[src/rtl/ccr_flag_unit.sv]
// Condition-code register with per-opcode flag enables, jump-clear and a LIFO shadow stack.
// Optional macro CCR_FWD_EN: ccr_fwd presents the combinational next ccr instead of the registered one.
module ccr_flag_unit #(
  parameter int OPC_W      = 4,
  parameter int SAVE_DEPTH = 2,
  parameter int CNT_W      = $clog2(SAVE_DEPTH + 1)
) (
  input  logic             clk,
  input  logic             rst,
  input  logic             valid,
  input  logic [OPC_W-1:0] op_code,
  input  logic [1:0]       ra,
  input  logic             sf1,
  input  logic [3:0]       alu_flags,
  input  logic             jmp_taken,
  input  logic [1:0]       jmp_sel,
  input  logic             int_save,
  input  logic             rti_restore,
  output logic [3:0]       ccr,
  output logic [3:0]       ccr_fwd,
  output logic [CNT_W-1:0] stk_cnt,
  output logic             stk_full,
  output logic             stk_empty,
  output logic             ovf_err,
  output logic             udf_err
);

  logic [3:0]       ccr_q, ccr_d;
  logic [3:0]       stack_q [SAVE_DEPTH];
  logic [3:0]       stack_d [SAVE_DEPTH];
  logic [CNT_W-1:0] cnt_q, cnt_d;
  logic             ovf_q, ovf_d;
  logic             udf_q, udf_d;

  logic [3:0] flagEn;
  logic [3:0] nxtFlags;
  logic [3:0] stackTop;
  logic       isFull;
  logic       isEmpty;

  assign isFull  = (cnt_q == CNT_W'(SAVE_DEPTH));
  assign isEmpty = (cnt_q == '0);

  // Full-width compares make any nonzero upper opcode bits fall through to "no flags".
  always_comb begin
    flagEn = 4'b0000;
    if (valid && !sf1) begin
      if (op_code == OPC_W'(4'b0010) || op_code == OPC_W'(4'b0011)) begin
        flagEn = 4'b1111;
      end else if (op_code == OPC_W'(4'b0100) || op_code == OPC_W'(4'b0101)) begin
        flagEn = 4'b0011;
      end else if (op_code == OPC_W'(4'b0110)) begin
        flagEn = 4'b0100;
      end else if (op_code == OPC_W'(4'b1000)) begin
        flagEn = ra[1] ? 4'b1111 : 4'b0011;
      end
    end
  end

  always_comb begin
    nxtFlags = (ccr_q & ~flagEn) | (alu_flags & flagEn);
    if (jmp_taken && jmp_sel != 2'b11) begin
      nxtFlags[jmp_sel] = 1'b0;
    end
  end

  always_comb begin
    stackTop = 4'b0000;
    for (int i = 0; i < SAVE_DEPTH; i++) begin
      if (cnt_q == CNT_W'(i + 1)) begin
        stackTop = stack_q[i];
      end
    end
  end

  // A save always wins over a simultaneous restore, so the restore is simply not seen.
  always_comb begin
    ccr_d = nxtFlags;
    cnt_d = cnt_q;
    ovf_d = ovf_q;
    udf_d = udf_q;
    for (int i = 0; i < SAVE_DEPTH; i++) begin
      stack_d[i] = stack_q[i];
    end
    if (int_save) begin
      if (isFull) begin
        ovf_d = 1'b1;
      end else begin
        for (int i = 0; i < SAVE_DEPTH; i++) begin
          if (cnt_q == CNT_W'(i)) begin
            stack_d[i] = nxtFlags;
          end
        end
        cnt_d = cnt_q + CNT_W'(1);
      end
    end else if (rti_restore) begin
      if (isEmpty) begin
        udf_d = 1'b1;
      end else begin
        ccr_d = stackTop;
        cnt_d = cnt_q - CNT_W'(1);
      end
    end
  end

  always_ff @(posedge clk or posedge rst) begin
    if (rst) begin
      ccr_q <= 4'b0000;
      cnt_q <= '0;
      ovf_q <= 1'b0;
      udf_q <= 1'b0;
      for (int i = 0; i < SAVE_DEPTH; i++) begin
        stack_q[i] <= 4'b0000;
      end
    end else begin
      ccr_q <= ccr_d;
      cnt_q <= cnt_d;
      ovf_q <= ovf_d;
      udf_q <= udf_d;
      for (int i = 0; i < SAVE_DEPTH; i++) begin
        stack_q[i] <= stack_d[i];
      end
    end
  end

  assign ccr       = ccr_q;
  assign stk_cnt   = cnt_q;
  assign stk_full  = isFull;
  assign stk_empty = isEmpty;
  assign ovf_err   = ovf_q;
  assign udf_err   = udf_q;

`ifdef CCR_FWD_EN
  assign ccr_fwd = ccr_d;
`else
  assign ccr_fwd = ccr_q;
`endif

endmodule

[config.mk]
export PLATFORM = sky130hd
export DESIGN_NAME = ccr_flag_unit
export DESIGN_NICKNAME = d
export VERILOG_FILES = /design/src/rtl/ccr_flag_unit.sv
export SDC_FILE = /design/constraint.sdc
export NUM_CORES = 1
export LEC_CHECK = 0
export CELL_PAD_IN_SITES_DETAIL_PLACEMENT = 1
export CELL_PAD_IN_SITES_GLOBAL_PLACEMENT = 2
export CORE_UTILIZATION = 26
export CTS_CLUSTER_SIZE = 25
export DETAILED_ROUTE_END_ITERATION = 7
export PLACE_DENSITY_LB_ADDON = 0.1
export SLEW_MARGIN = 20
export SYNTH_ARGS = -nofsm -noshare
export SYNTH_HDL_FRONTEND = slang
export SYNTH_SLANG_ARGS = --single-unit
[constraint.sdc]
create_clock -name clk -period 2.4 [get_ports clk]
set_clock_uncertainty 0.15 [all_clocks]
set_input_delay 0.72 -clock clk [delete_from_list [all_inputs] [get_ports clk]]
set_output_delay 0.72 -clock clk [all_outputs]
set_load 0.01 [all_outputs]
==> results of run 1 <==
critical path, delay by kind of cell:
| family | cells | cell delay (ns) |
|---|---|---|
| AO/OA/AOI/OAI | 2 | 0.30 |
| buffers and inverters | 1 | 0.48 |
| multiplexers | 1 | 0.32 |
| AND/OR/NAND/NOR | 1 | 0.48 |
cells in the final DEF, fill, tap and decap left out, types with 4 or more instances in the layout:
cell type / instances
clkbuf_8: 4
nand3_1: 9
inv_1: 4
nand2_1: 15
clkdlybuf4s50_1: 25
dlygate4sd2_1: 4
dfrtp_1: 16
o21ai_0: 4
buf_4: 16
sequential cells by signal, indices dropped and copies added (netlist names):
name and count:
ovf_err 1, stk_cnt 2, udf_err 1, stack_q 8, ccr 4
what timing repair did:
item / CTS / global route
resized for setup: 5 / 2
setup buffers: 0 / 2
setup endpoints to repair: 3 / 2
pin swaps: 3 / 0
logic make-up (layout without fill, tap and decap cells):
logic type / after synthesis / after routing
simple gates: 49 / 49
compound gates: 22 / 22
flops: 16 / 16
buf+inv: 10 / 55
fa+ha+maj: 3 / 3
xor+xnor: 2 / 2
mux: 2 / 2
cells in the mapped netlist, drive strengths merged (2+ instances only):
library cell | count | area [um2]
and3b | 2 | 17.5
buf | 4 | 30.0
clkbuf | 2 | 7.51
dfrtp | 16 | 400
ha | 3 | 37.5
inv | 4 | 15.0
mux2i | 2 | 20.0
nand2 | 15 | 56.3
nand3 | 9 | 45.0
nand3b | 2 | 15.0
nand4 | 3 | 18.8
nor2 | 3 | 11.3
nor2b | 3 | 18.8
nor3b | 3 | 22.5
o2111ai | 3 | 26.3
o211ai | 2 | 15.0
o21ai | 4 | 20.0
o31ai | 3 | 27.5
or3 | 3 | 18.8
or3b | 2 | 17.5
xnor2 | 2 | 17.5
power by group:
| part | total (uW) | leakage, uW | switching, uW | internal (uW) |
|---|---|---|---|---|
| Sequential | 451 | 0.000201 | 73.8 | 377 |
| Combinational | 659 | 0.000426 | 312 | 347 |
| Clock | 246 | 0.0000288 | 100 | 146 |
per-layer routing:
metal,track usage [%],routed length [um]
met4,3.41,17
met1,19.1,1320
met5,0,0
met2,23.9,1300
met3,3.21,85
how the worst max path moves through the flow:
| stage | startpoint | to | slack (ns) | depth (start not counted) |
|---|---|---|---|---|
| floorplan | op_code[2] | stack_q[0]$_DFFE_PP0P_ | 0.24 | 4 |
| detailed placement | op_code[2] | ccr[0]$_DFF_PP0_ | -0.31 | 5 |
| global placement | op_code[3] | stack_q[4]$_DFFE_PP0P_ | -0.25 | 5 |
| global route | valid | ccr[0]$_DFF_PP0_ | 0.01 | 5 |
| finish | valid | ccr[0]$_DFF_PP0_ | 0.07 | 5 |
| CTS | stk_cnt[0]$_DFFE_PP0P_ | stk_full | 0.02 | 3 |
layout make-up:
type                       count  area [um2]
inverter                       4        15.0
sequential                    16         400
clock buffer                   4        55.1
multi-input combinational     78         542
fill                         438        2160
timing repair buffer          47         430
tap                           48        60.1
per-stage QoR:
step	hold WS, ns	setup WS, ns
after floorplan	0.299	0.239
after global placement	0.297	-0.254
after detailed placement	0.298	-0.305
after CTS	0.319	0.0182
after global routing	0.328	0.00992
final	0.310	0.0669
==> metrics.md, run 1 <==
| Metric | Value |
|---|---|
| Row count | `22` |
| Share of layout cells above drive strength 1 | `18.8%` |
| Required @ worst endpoint | `2.37 ns` |
| VDD IR max | `approximately 0.42 mV` |
| Mapped Nets | `126` |
| Worst hold-check path type | `reg -> reg` |
| Via count | `969` |
| Status | `finished, final reports clean` |
| Slew Limit Fails | `0` |
| Ys Warns | `0` |
| Least-Margin Pin Slew | `0.545 ns` |
| Synth Area in Compound Gates | `18.4%` |
| Hold Buf Count CTS | `0` |
| Avg Inst Size Synth | `9.53 um2` |
| Clk buf depth | `2` |
| Mapped Cells | `104` |
| Kind of critical path | `in -> reg` |
| Total grt overflow | `0` |
| Port Buf Inserts | `31` |
| Synth Area in Simple Gates | `roughly 28%` |
| CP Capture Type | `flip-flop` |
| Unrepaired setup endpoints after global routing | `no` |
| Clock transition at path regs | `0.07 ns` |
| Netlist cell types | `36` |
| First-pass GRT wire length | `4450 um` |
| Slowest cell on the critical path | `clkdlybuf4s50_1` |
| TritonRoute pass-1 iters | `4` |
| Worst r2r src | `stk_cnt[1]$_DFFE_PP0P_` |
| Drc violations | `0` |
| Finished Cell Area | `~0.0015 mm2` |
| Post-layout util | `41.0%` |
| Area grow syn2layout | `51.6%` |
| R2r endpoint | `ccr[3]$_DFF_PP0_` |
| Worst-path cell chain | `clkdlybuf4s50_1, or3b_2, o22ai_4, mux2i_2, o31ai_1` |
| Fmax | `roughly 0.43 GHz` |
| Worst-skew pair later-pin latency | `about 0.25 ns` |
| Worst hold path endpoint | `ovf_err$_DFFE_PP0P_` |
| Post-DRT Antenna Nets | `0` |
| Final #Nets | `~170` |
| Synth Area in Adders | `3.79%` |
| Setup TNS | `0 ns` |
| Flops & latches, synth | `16` |
| Reg2reg setup slack | `0.37 ns` |
| Final setup vio count | `0` |
| Die height | `roughly 64 um` |
| Leak | `0.000655 uW` |
| Depth of the worst hold-timing path | `1` |
| Die area | `between 0.004 and 0.005 mm2` |
| Largest net degree at the start of global routing | `17` |
| CP Launch Type | `primary input` |
| I/O pin count | `33` |
| Main combinational cell family by area after synthesis | `simple AND/OR/NAND/NOR gates` |
| Total power | `approximately 1400 uW` |
| Crit-path max FO | `3` |
| CTS tree | `built` |
| Min Tclk post-route | `approximately 2.3 ns` |
| Post-DP HPWL | `2100 um` |
| Initial cell density of the core | `27.1%` |
| Dpl cell area | `0.00143 mm2` |
| PwrDens | `902 mW/mm2` |
| Slew HR | `63.6%` |
| Worst-case reg-to-reg path depth | `6` |
| Post-synth ARST share | `between 90% and 100%` |
| EDFF count, synth | `0` |
| CP arrival | `2.30 ns` |
| Initial antenna violation count | `0` |
| Post-synthesis sequential area ratio | `40.4%` |
| Vias per cell | `4.92` |
| Diode count | `0` |
| Finished Layout Cells | `between 150 and 200` |
| Final RePlAce weighted congestion | `0.668` |
| Root buf cell | `clkbuf_8` |
| Main synth FF type | `dfrtp_1` |
| CTS sink cnt | `16` |
| MaxCap Viol Count | `0` |
| DRT Wirelength | `2730 um` |
| Hold Path Origin | `ovf_err$_DFFE_PP0P_` |
| GRT Total Usage | `14.5%` |
| XOR/XNOR Fraction of Synth Area | `under 10%` |
| Synthesized area | `991 um2` |
| Mux contribution to synthesized area | `2.02%` |
| Vias in the first global route | `between 900 and 1000` |
| Final Cycle Share | `approximately 97%` |
| Initial detailed-routing violation count | `20` |
| Average routed wire per standard cell | `13.8 um` |
| H-tree lvl count | `1` |
| Placed cell count | `191` |
| Core footprint | `0.00366 mm2` |
| Inserted Clock Buffers | `3` |
| Fin. Hold Viols | `0` |
| Die W | `63.7 um` |
| Slowest stage delay, CP | `approximately 0.48 ns` |
Power figures use the tool's default switching activity.
==> run 2, diff against run 1 <==
--- a/config.mk
+++ b/config.mk
@@ -7,6 +7,7 @@
 export LEC_CHECK = 0
 export CELL_PAD_IN_SITES_DETAIL_PLACEMENT = 1
 export CELL_PAD_IN_SITES_GLOBAL_PLACEMENT = 2
+export CORE_ASPECT_RATIO = 1.4
 export CORE_UTILIZATION = 26
 export CTS_CLUSTER_SIZE = 25
 export DETAILED_ROUTE_END_ITERATION = 7
==> run 2 against run 1 <==
  * Setup slack got worse by 0.010 ns
  * Sequential share of layout area down 0.80 points
  * Maximum frequency decreased by 0.44%
  * Combinational power increased by 4.4%
  * Via count grew 2.3%
  * Highest routed layer unchanged
  * Critical endpoint is now stk_empty
  * Sequential power is essentially flat
  * Largest cell class unchanged
  * Non-clock buffer count rose by 5
  * Die area about the same
  * Cell count fell by 0.51%
  * Hold slack improved by 0.0057 ns
==> metrics.md, run 2 (synthesis gave the netlist of run 1 again) <==
| Metric | Value |
|---|---|
| Status | `finished, final reports clean` |
| Finished Layout Cells | `196` |
| Clock transition at path regs | `about 0.07 ns` |
| Final Cycle Share | `97.6%` |
| Setup TNS | `0 ns` |
| Drc violations | `0` |
| Slowest stage delay, CP | `0.55 ns` |
| CP arrival | `1.47 ns` |
| Die height | `75.0 um` |
| Required @ worst endpoint | `1.53 ns` |
| GRT Total Usage | `between 15 and 20%` |
| Final RePlAce weighted congestion | `0.797` |
| Fmax | `about 0.43 GHz` |
| Fin. Hold Viols | `0` |
| TritonRoute pass-1 iters | `2` |
| Worst-path cell chain | `inv_1, ha_1, clkdlybuf4s50_1` |
| MaxCap Viol Count | `0` |
| Worst Path Buf+Inv | `2` |
| Vias in the first global route | `1034` |
| Initial detailed-routing violation count | `7` |
| Core footprint | `0.00364 mm2` |
| PwrDens | `roughly 900 mW/mm2` |
| Unrepaired setup endpoints after global routing | `no` |
| Placed cell count | `190` |
| Hold slack | `between 0.3 and 0.4 ns` |
| Clk buf depth | `2` |
| DRT Wirelength | `between 3000 and 4000 um` |
| Worst-case reg-to-reg path depth | `6` |
| Final setup vio count | `0` |
| Most frequent cells in the layout | `clkdlybuf4s50_1 (28), buf_4 (21), dfrtp_1 (16)` |
| Initial antenna violation count | `0` |
| Worst r2r src | `stk_cnt[0]$_DFFE_PP0P_` |
| Diode count | `0` |
| Worst hold path endpoint | `ovf_err$_DFFE_PP0P_` |
| Total power | `between 1000 and 1500 uW` |
| Least-Margin Pin Slew | `around 0.34 ns` |
| Via count | `991` |
| Final setup margin | `0.0566 ns` |
| Final #Nets | `177` |
| Area grow syn2layout | `56.3%` |
| Slowest cell on the critical path | `clkdlybuf4s50_1` |
| Die W | `~54 um` |
| Inserted Clock Buffers | `3` |
| Kind of cell adding the most delay to the critical path | `buffers and inverters` |
| Root buf cell | `clkbuf_8` |
| Kind of critical path | `reg -> out` |
| Post-DRT Antenna Nets | `0` |
| Port Buf Inserts | `31` |
| Depth of the worst hold-timing path | `1` |
| Crit-path max FO | `4` |
| Hold Buf Count CTS | `0` |
| Pre-CTS WS | `-0.260 ns` |
| R2r endpoint | `ccr[3]$_DFF_PP0_` |
| Leak | `0.000675 uW` |
| Slew Limit Fails | `0` |
| Hold Path Origin | `ovf_err$_DFFE_PP0P_` |
| Reg2reg setup slack | `roughly 0.38 ns` |
| Most flop-heavy register | `stack_q` |
| First-pass GRT wire length | `4890 um` |
| Largest net degree at the start of global routing | `17` |
| CTS sink cnt | `16` |
| Slew HR | `77.3%` |
| CP Launch Type | `flip-flop` |
| H-tree lvl count | `1` |
| Share of layout cells above drive strength 1 | `21.4%` |
| Post-DP HPWL | `2450 um` |
| VDD IR max | `0.505 mV` |
| Vias per cell | `between 5 and 6` |
| I/O pin count | `33` |
| CP Capture Type | `output pin` |
| Worst-skew pair later-pin latency | `0.25 ns` |
| Total grt overflow | `0` |
| Row count | `26` |
| Average routed wire per standard cell | `roughly 16 um` |
| Die area | `0.00407 mm2` |
| Worst hold-check path type | `reg -> reg` |
| Largest register FFs | `8` |
| CTS tree | `built` |
| Min Tclk post-route | `2.34 ns` |
| Most common cell after layout, fill and taps aside | `clkdlybuf4s50_1` |
| Initial cell density of the core | `27.2%` |
==> run 2: cell types whose count changed in the layout (fill, tap and decap cells not counted), sizes merged <==
cell,change
dlymetal6s2s,+1
dlygate4sd2,-4
buf,+5
clkdlybuf4s50,+3
==> run 2: worst max path at each step <==
stage | from | endpoint | slack, ns | depth (start not counted)
after global placement | op_code[3] | ccr[0]$_DFF_PP0_ | -0.22 | 5
after floorplan | op_code[2] | stack_q[0]$_DFFE_PP0P_ | 0.24 | 4
after global routing | stk_cnt[0]$_DFFE_PP0P_ | stk_full | 0.003 | 3
after CTS | stk_cnt[0]$_DFFE_PP0P_ | stk_empty | 0.01 | 3
final | stk_cnt[0]$_DFFE_PP0P_ | stk_empty | 0.06 | 3
after detailed placement | op_code[3] | ccr[0]$_DFF_PP0_ | -0.26 | 5
==> run 2: stage by stage <==
step	cell area [um2]	util, %
2_1_floorplan	991	-
3_3_place_gp	1460	40.0
3_5_place_dp	1460	40.0
4_1_cts	1520	41.7
5_1_grt	1550	42.5
6_report	1550	42.5
==> run 2: repair_timing <==
action | 4_1_cts | 5_1_grt
setup buffers | 0 | 2
setup endpoints to repair | 2 | 5
pin swaps | 0 | 3
resized for setup | 2 | 4
==> run 2: cell type report <==
class / instances / area [um2]
tap: 42 / 52.6
multi-input combinational: 78 / 551
inverter: 4 / 15.0
clock buffer: 4 / 55.1
timing repair buffer: 52 / 475
fill: 439 / 2090
sequential: 16 / 400
==> run 2: metal layers <==
metal / global-route usage [%] / wire length [um]
met4: 7.69 / 27
met1: 19.1 / 1250
met5: 0 / 0
met3: 1.82 / 106
met2: 30.6 / 1690
==> run 2: worst reg2reg max path: stages (launching register included) <==
cell and delay [ns]:
dfrtp_1 0.40, inv_1 0.08, ha_1 0.21, buf_4 0.15, or3b_2 0.59, a221oi_1 0.26, a21oi_1 0.07
==> run 2: power by group <==
group | switching, uW | internal, uW | leakage (uW)
logic | 317 | 371 | 0.000446
registers | 76.9 | 377 | 0.000201
clock network | 100 | 146 | 0.0000288
total | 494 | 894 | 0.000675
